<file path="config.mk">
export PLATFORM = sky130hd
export DESIGN_NAME = dmem_req_shim
export DESIGN_NICKNAME = d
export VERILOG_FILES = /design/src/rtl/rv32i_types.sv /design/src/rtl/dmem_req_reg.sv /design/src/rtl/dmem_req_shim.sv
export SDC_FILE = /design/constraint.sdc
export NUM_CORES = 1
export LEC_CHECK = 0
export CAP_MARGIN = 20
export CORE_AREA = 5 5 126 128
export DETAILED_ROUTE_END_ITERATION = 12
export DIE_AREA = 0 0 131 133
export PLACE_DENSITY = 0.85
export SETUP_SLACK_MARGIN = 0.1
export SLEW_MARGIN = 10
export SYNTH_ARGS = -nofsm -noshare
export SYNTH_HDL_FRONTEND = slang
export SYNTH_SLANG_ARGS = --single-unit
</file>
<file path="constraint.sdc">
create_clock -name clk -period 6.85 [get_ports clk]
set_clock_uncertainty 0.15 [all_clocks]
set_input_delay 2.055 -clock clk [delete_from_list [all_inputs] [get_ports clk]]
set_output_delay 2.055 -clock clk [all_outputs]
set_load 0.005 [all_outputs]
</file>
<file path="src/rtl/rv32i_types.sv">
// Shared types for the load/store address unit to L1 data cache request path.
// The request struct widths fix the dmem port widths used by the shim.
package rv32i_types;

    localparam int DMEM_ADDR_W = 32;
    localparam int DMEM_DATA_W = 32;
    localparam int DMEM_MASK_W = DMEM_DATA_W / 8;

    typedef struct packed {
        logic [DMEM_ADDR_W-1:0] addr;
        logic [DMEM_MASK_W-1:0] rmask;
        logic [DMEM_MASK_W-1:0] wmask;
        logic [DMEM_DATA_W-1:0] wdata;
    } dmem_req_t;

    typedef enum logic [1:0] {
        SHIM_IDLE   = 2'd0,
        SHIM_BUSY   = 2'd1,
        SHIM_ORPHAN = 2'd2
    } shim_state_t;

endpackage

</file>
<file path="src/rtl/dmem_req_reg.sv">
// Request register with load enable; one-cycle latency from load to q.
// No backpressure of its own: the owner decides when to load.
module dmem_req_reg
    import rv32i_types::*;
(
    input  logic      clk,
    input  logic      rst,
    input  logic      load,
    input  dmem_req_t d,
    output dmem_req_t q
);

    always_ff @(posedge clk) begin
        if (!rst) begin
            q <= '0;
        end else if (load) begin
            q <= d;
        end
    end

endmodule

</file>
<file path="src/rtl/dmem_req_shim.sv">
// Registers core dmem requests and holds them to the cache until cache_resp; cache sees a request
// one cycle after capture, the response returns combinationally. Flushed requests drain unseen, with a one-entry skid behind them.
module dmem_req_shim
    import rv32i_types::*;
#(
    parameter int ADDR_W         = 32,
    parameter int DATA_W         = 32,
    parameter int TIMEOUT_CYCLES = 1024
) (
    input  logic                clk,
    input  logic                rst,
    input  logic                flush,
    input  logic [ADDR_W-1:0]   core_addr,
    input  logic [DATA_W/8-1:0] core_rmask,
    input  logic [DATA_W/8-1:0] core_wmask,
    input  logic [DATA_W-1:0]   core_wdata,
    output logic [DATA_W-1:0]   core_rdata,
    output logic                core_resp,
    output logic [ADDR_W-1:0]   cache_addr,
    output logic [DATA_W/8-1:0] cache_rmask,
    output logic [DATA_W/8-1:0] cache_wmask,
    output logic [DATA_W-1:0]   cache_wdata,
    input  logic [DATA_W-1:0]   cache_rdata,
    input  logic                cache_resp,
    output logic                busy,
    output logic                timeout_err
);

    localparam int CNT_W = $clog2(TIMEOUT_CYCLES + 1);
    localparam logic [CNT_W-1:0] CNT_MAX = CNT_W'(TIMEOUT_CYCLES);

    shim_state_t      state, state_next;
    dmem_req_t        core_req, hold_d, hold_q, skid_q;
    logic             hold_load, skid_load;
    logic             skid_vld, skid_vld_next;
    logic [CNT_W-1:0] cnt, cnt_next;
    logic             err_q, err_next;
    logic             req;

    assign req      = |(core_rmask | core_wmask);
    assign core_req = '{addr: core_addr, rmask: core_rmask, wmask: core_wmask, wdata: core_wdata};

    dmem_req_reg u_hold (.clk(clk), .rst(rst), .load(hold_load), .d(hold_d),   .q(hold_q));
    dmem_req_reg u_skid (.clk(clk), .rst(rst), .load(skid_load), .d(core_req), .q(skid_q));

    always_ff @(posedge clk) begin
        if (!rst) begin
            state    <= SHIM_IDLE;
            skid_vld <= 1'b0;
            cnt      <= '0;
            err_q    <= 1'b0;
        end else begin
            state    <= state_next;
            skid_vld <= skid_vld_next;
            cnt      <= cnt_next;
            err_q    <= err_next;
        end
    end

    always_comb begin
        state_next    = state;
        hold_load     = 1'b0;
        hold_d        = core_req;
        skid_load     = 1'b0;
        skid_vld_next = skid_vld;
        unique case (state)
            SHIM_IDLE: begin
                if (req) begin
                    hold_load  = 1'b1;
                    state_next = SHIM_BUSY;
                end
            end
            SHIM_BUSY: begin
                if (cache_resp) begin
                    state_next = SHIM_IDLE;
                end else if (flush) begin
                    state_next = SHIM_ORPHAN;
                end
            end
            SHIM_ORPHAN: begin
                if (flush) begin
                    skid_vld_next = 1'b0;
                end else if (req && !skid_vld) begin
                    skid_load     = 1'b1;
                    skid_vld_next = 1'b1;
                end
                // On the orphan's response the queued request goes straight to the cache, no gap.
                if (cache_resp) begin
                    skid_load     = 1'b0;
                    skid_vld_next = 1'b0;
                    if (skid_vld && !flush) begin
                        hold_d     = skid_q;
                        hold_load  = 1'b1;
                        state_next = SHIM_BUSY;
                    end else if (req && !flush) begin
                        hold_load  = 1'b1;
                        state_next = SHIM_BUSY;
                    end else begin
                        state_next = SHIM_IDLE;
                    end
                end
            end
            default: state_next = SHIM_IDLE;
        endcase
    end

    // Counter holds the number of cycles the current cache transaction has been outstanding.
    always_comb begin
        cnt_next = cnt;
        if (cache_resp) begin
            cnt_next = (state_next != SHIM_IDLE) ? CNT_W'(1) : '0;
        end else if (state_next != SHIM_IDLE && cnt != CNT_MAX) begin
            cnt_next = cnt + CNT_W'(1);
        end
        err_next = err_q | (cnt_next == CNT_MAX);
    end

    assign busy        = (state != SHIM_IDLE);
    assign timeout_err = err_q;
    assign core_resp   = rst && (state == SHIM_BUSY) && cache_resp && !flush;
    assign core_rdata  = core_resp ? cache_rdata : '0;
    assign cache_addr  = hold_q.addr;
    assign cache_wdata = hold_q.wdata;
    assign cache_rmask = (rst && busy) ? hold_q.rmask : '0;
    assign cache_wmask = (rst && busy) ? hold_q.wmask : '0;

    a_no_req_in_busy: assert property (@(posedge clk) disable iff (!rst)
        !(state == SHIM_BUSY && req));
    a_no_skid_overflow: assert property (@(posedge clk) disable iff (!rst)
        !(state == SHIM_ORPHAN && skid_vld && req && !flush));

endmodule

</file>
==> run summary <==
Global routing
* 109 — largest net degree at the start of global routing
* 31.0 mm — first-pass GRT wire length
* 0 — GRT Residual Overflow
* 6,248 — vias in the first global route
* 0 — antenna violations before repair
* 21.9% — total routing resource utilization after global routing

Synth
* nand2_1 — most common cell in the netlist
* 159 — number of synthesized register bits
* 0 — count of yosys warnings during synthesis
* dfxtp_1 43%, nand2_1 15%, a311oi_1 8.6% — cell types occupying the most area after synthesis
* dfxtp_1 — top cell type by total area after synthesis
* dfxtp_1 — ys flop type
* 7340 um2 — Syn Std Cell Area
* 947 — Mapped Cells
* 0 — number of synthesized flops with an enable pin
* 1,057 — Syn Nets
* 27.5% — area fraction in and, or, nand and nor cells after synthesis
* 43.4% — fraction of synthesized cell area taken by the top area cell type
* 43.4% — sequential area share after synthesis
* 1.19% — area share of xor/xnor cells in the synthesized design
* simple AND/OR/NAND/NOR gates — combinational family with the most area after synthesis
* 0.341% — Synth Area in Adders
* 7.75 um2 — synthesized area divided by synthesized cell count
* 16.2% — synthesized-area fraction occupied by ao, oa, aoi and oai cells
* 0% — async set-reset flop share out of synthesis
* 53 — count of different cell masters after synthesis
* 301 x nand2_1, 159 x dfxtp_1, 93 x nor2_1 — Commonest cells post-synth
* 0.426% — mux contribution to synthesized area

Critical path
* 7 — R2R cell count
* primary input — crit start category
* 33 — largest fanout of any net on the critical path
* state[1] — FF-to-FF Start
* 4.02 ns — data arrival at the endpoint of the critical path
* timeout_err — reg2reg end
* primary output — crit end category
* in -> out — category of the most critical setup path
* 4.20 ns — internal reg-to-reg setup slack
* 4.64 ns — CP Data Required Time

Cells and area
* 0 — Antenna Diode Count
* 32.0% — synth-to-layout area growth
* 1,164 — Net count, final
* 5.72% — ratio of cells with drive above 1 in the final layout

Floorplanning
* 131 um — Die X
* 14,800 um2 — placeable core region
* 215 — Top-Level Pins
* 133 um — die boundary height
* 17,400 um2 — full die area
* 49.8% — initial core utilization
* 45 — FP Rows

Detailed routing
* 5.31 — post-DR vias/cell
* 15.4 um — post-DR wirelength/cell
* 566 — number of design-rule violations left by the first detailed-router iteration
* 19.3 mm — final routed wirelength across all metal layers
* 0 — Residual DRC
* 6,665 — vias after detailed routing
* 5 — first drt pass iteration count
* 0 — Post-DRT Antenna Nets

STA
* 0 ns — final total negative setup slack
* 6.23 ns — clock period minus worst slack
* 1.07 ns — worst slew pin tran
* 90.9% — fin crit share
* 0 — count of endpoints failing hold in the final timing report
* 0 — # setup viols final
* 0 — final slew viol count
* 0.624 ns — least setup slack across all paths after layout
* 161 MHz — upper clock frequency limit
* 28.9% — worst max-slew margin expressed relative to the limit
* no — setup repair after global routing missed its margin

Place
* 0.878 — routability congestion estimate from global placement
* 12.6 mm — estimated wirelength of the detail-placed design
* 214 — Port Buffer Count
* 0.618 ns — Place WS

Min path
* u_skid.q[40] — worst hold endpoint
* reg -> reg — Hold Path Class
* u_skid.q[40] — source of the worst hold timing path
* 2 — hold-critical path depth

Pwr
* 141 uV — largest vdd supply drop
* 0.00239 W — total design power
* 246 nW/um2 — total power divided by cell area
* 3.55 nW — total leakage power

Clock tree
* clkbuf_16 — root cell of the clock tree
* 0 — Resized Gates After CTS
* 17 — Inserted Clock Buffers
* 0 — total setup buffers inserted after CTS
* 0 — total of hold buffers inserted after clock tree synthesis
* 4 — number of H-tree levels
* built — clock tree from TritonCTS
* 2 — buffer depth of the longest clock path
* 0.41 ns — clock insertion delay at the later pin of the skew report
* 159 — Sink Count
* 0.06 ns — clock input transition at the sequential cells of the worst setup and hold paths

Flow run
* 0 — MaxCap Viol Count

Outcome
* completed — result of the run

==> placed cells by master, fill, tap and decap left out, types with 2 or more instances in the layout <==
master | netlist | routed
nand2_1 | 301 | 299
clkdlybuf4s50_1 | 0 | 214
dfxtp_1 | 159 | 159
nor2_1 | 93 | 93
a21oi_1 | 73 | 73
a311oi_1 | 72 | 72
and2_1 | 36 | 35
clkbuf_16 | 0 | 17
and3_1 | 10 | 10
bufinv_16 | 0 | 6
buf_4 | 65 | 6
xor2_1 | 5 | 5
xnor2_1 | 5 | 5
a21boi_0 | 5 | 5
clkinvlp_4 | 0 | 5
inv_1 | 4 | 4
a211oi_1 | 4 | 4
nand4_1 | 4 | 4
nor4_4 | 2 | 2
nand2b_1 | 2 | 2
nor3_1 | 2 | 2
nand2_2 | 1 | 2
a31oi_1 | 2 | 2
nor4b_1 | 2 | 2
mux2i_1 | 2 | 2
ha_1 | 2 | 2
==> cell families after synthesis <==
| logic type | after synthesis |
|---|---|
| fa+ha+maj | 2 |
| mux | 3 |
| simple gates | 469 |
| buf+inv | 138 |
| flops | 159 |
| compound gates | 166 |
| xor+xnor | 10 |
==> cell type report <==
cell class                      count  area (um2)
Tap cell                          188         235
Inverter                            5        21.3
Clock buffer                       19         443
Timing Repair Buffer              221        2210
Clock inverter                     13         235
Multi-Input combinational cell    650        3360
Fill cell                        1205        5060
Sequential cell                   159        3180
==> registers in the layout (all words and copies together), names as in the netlist <==
register / flops
timeout_err: 1
skid_vld: 1
u_skid.q: 72
u_hold.q: 72
state: 2
cnt: 11
==> worst max-delay path, stage by stage <==
cell and delay (ns):
clkdlybuf4s50_1 0.67, and2b_4 0.23, and3_1 0.15, buf_4 0.24, and2_1 0.16, clkdlybuf4s50_1 0.50
==> per-stage QoR <==
stage,instance area (um2),utilization [%],instances,hold WS (ns)
after floorplan,7340,-,947,0.287
after global placement,9010,61.1,1223,0.292
after detailed placement,9010,61.1,1223,0.297
after CTS,9690,65.7,1255,0.305
after global routing,9690,65.7,1255,0.320
final,9690,65.7,1255,0.303
==> how the worst max path moves through the flow <==
stage,startpoint,to,slack (ns),cells past startpoint
6_report,cache_resp,core_rdata[23],0.62,6
3_5_place_dp,cache_resp,core_rdata[23],0.62,6
2_1_floorplan,cache_resp,core_rdata[22],1.72,5
4_1_cts,cache_resp,core_rdata[23],0.62,6
5_1_grt,cache_resp,core_rdata[23],0.51,6
3_3_place_gp,cache_resp,core_rdata[4],0.68,6
==> report_power, final <==
group          switching, W  total, W  leakage (nW)  internal, W
Clock              0.000378   0.00107         0.312     0.000695
Combinational      0.000135  0.000313          1.93     0.000177
Sequential        0.0000293   0.00100          1.30     0.000973
==> per-layer routing <==
| layer | track usage [%] | share of wire (%) |
|---|---|---|
| met5 | 0 | 0 |
| met2 | 38.0 | 50 |
| met4 | 6.51 | 1.6 |
| met3 | 6.14 | 9.5 |
| met1 | 26.2 | 39 |
Note: power is estimated with default switching activity, not from simulation.
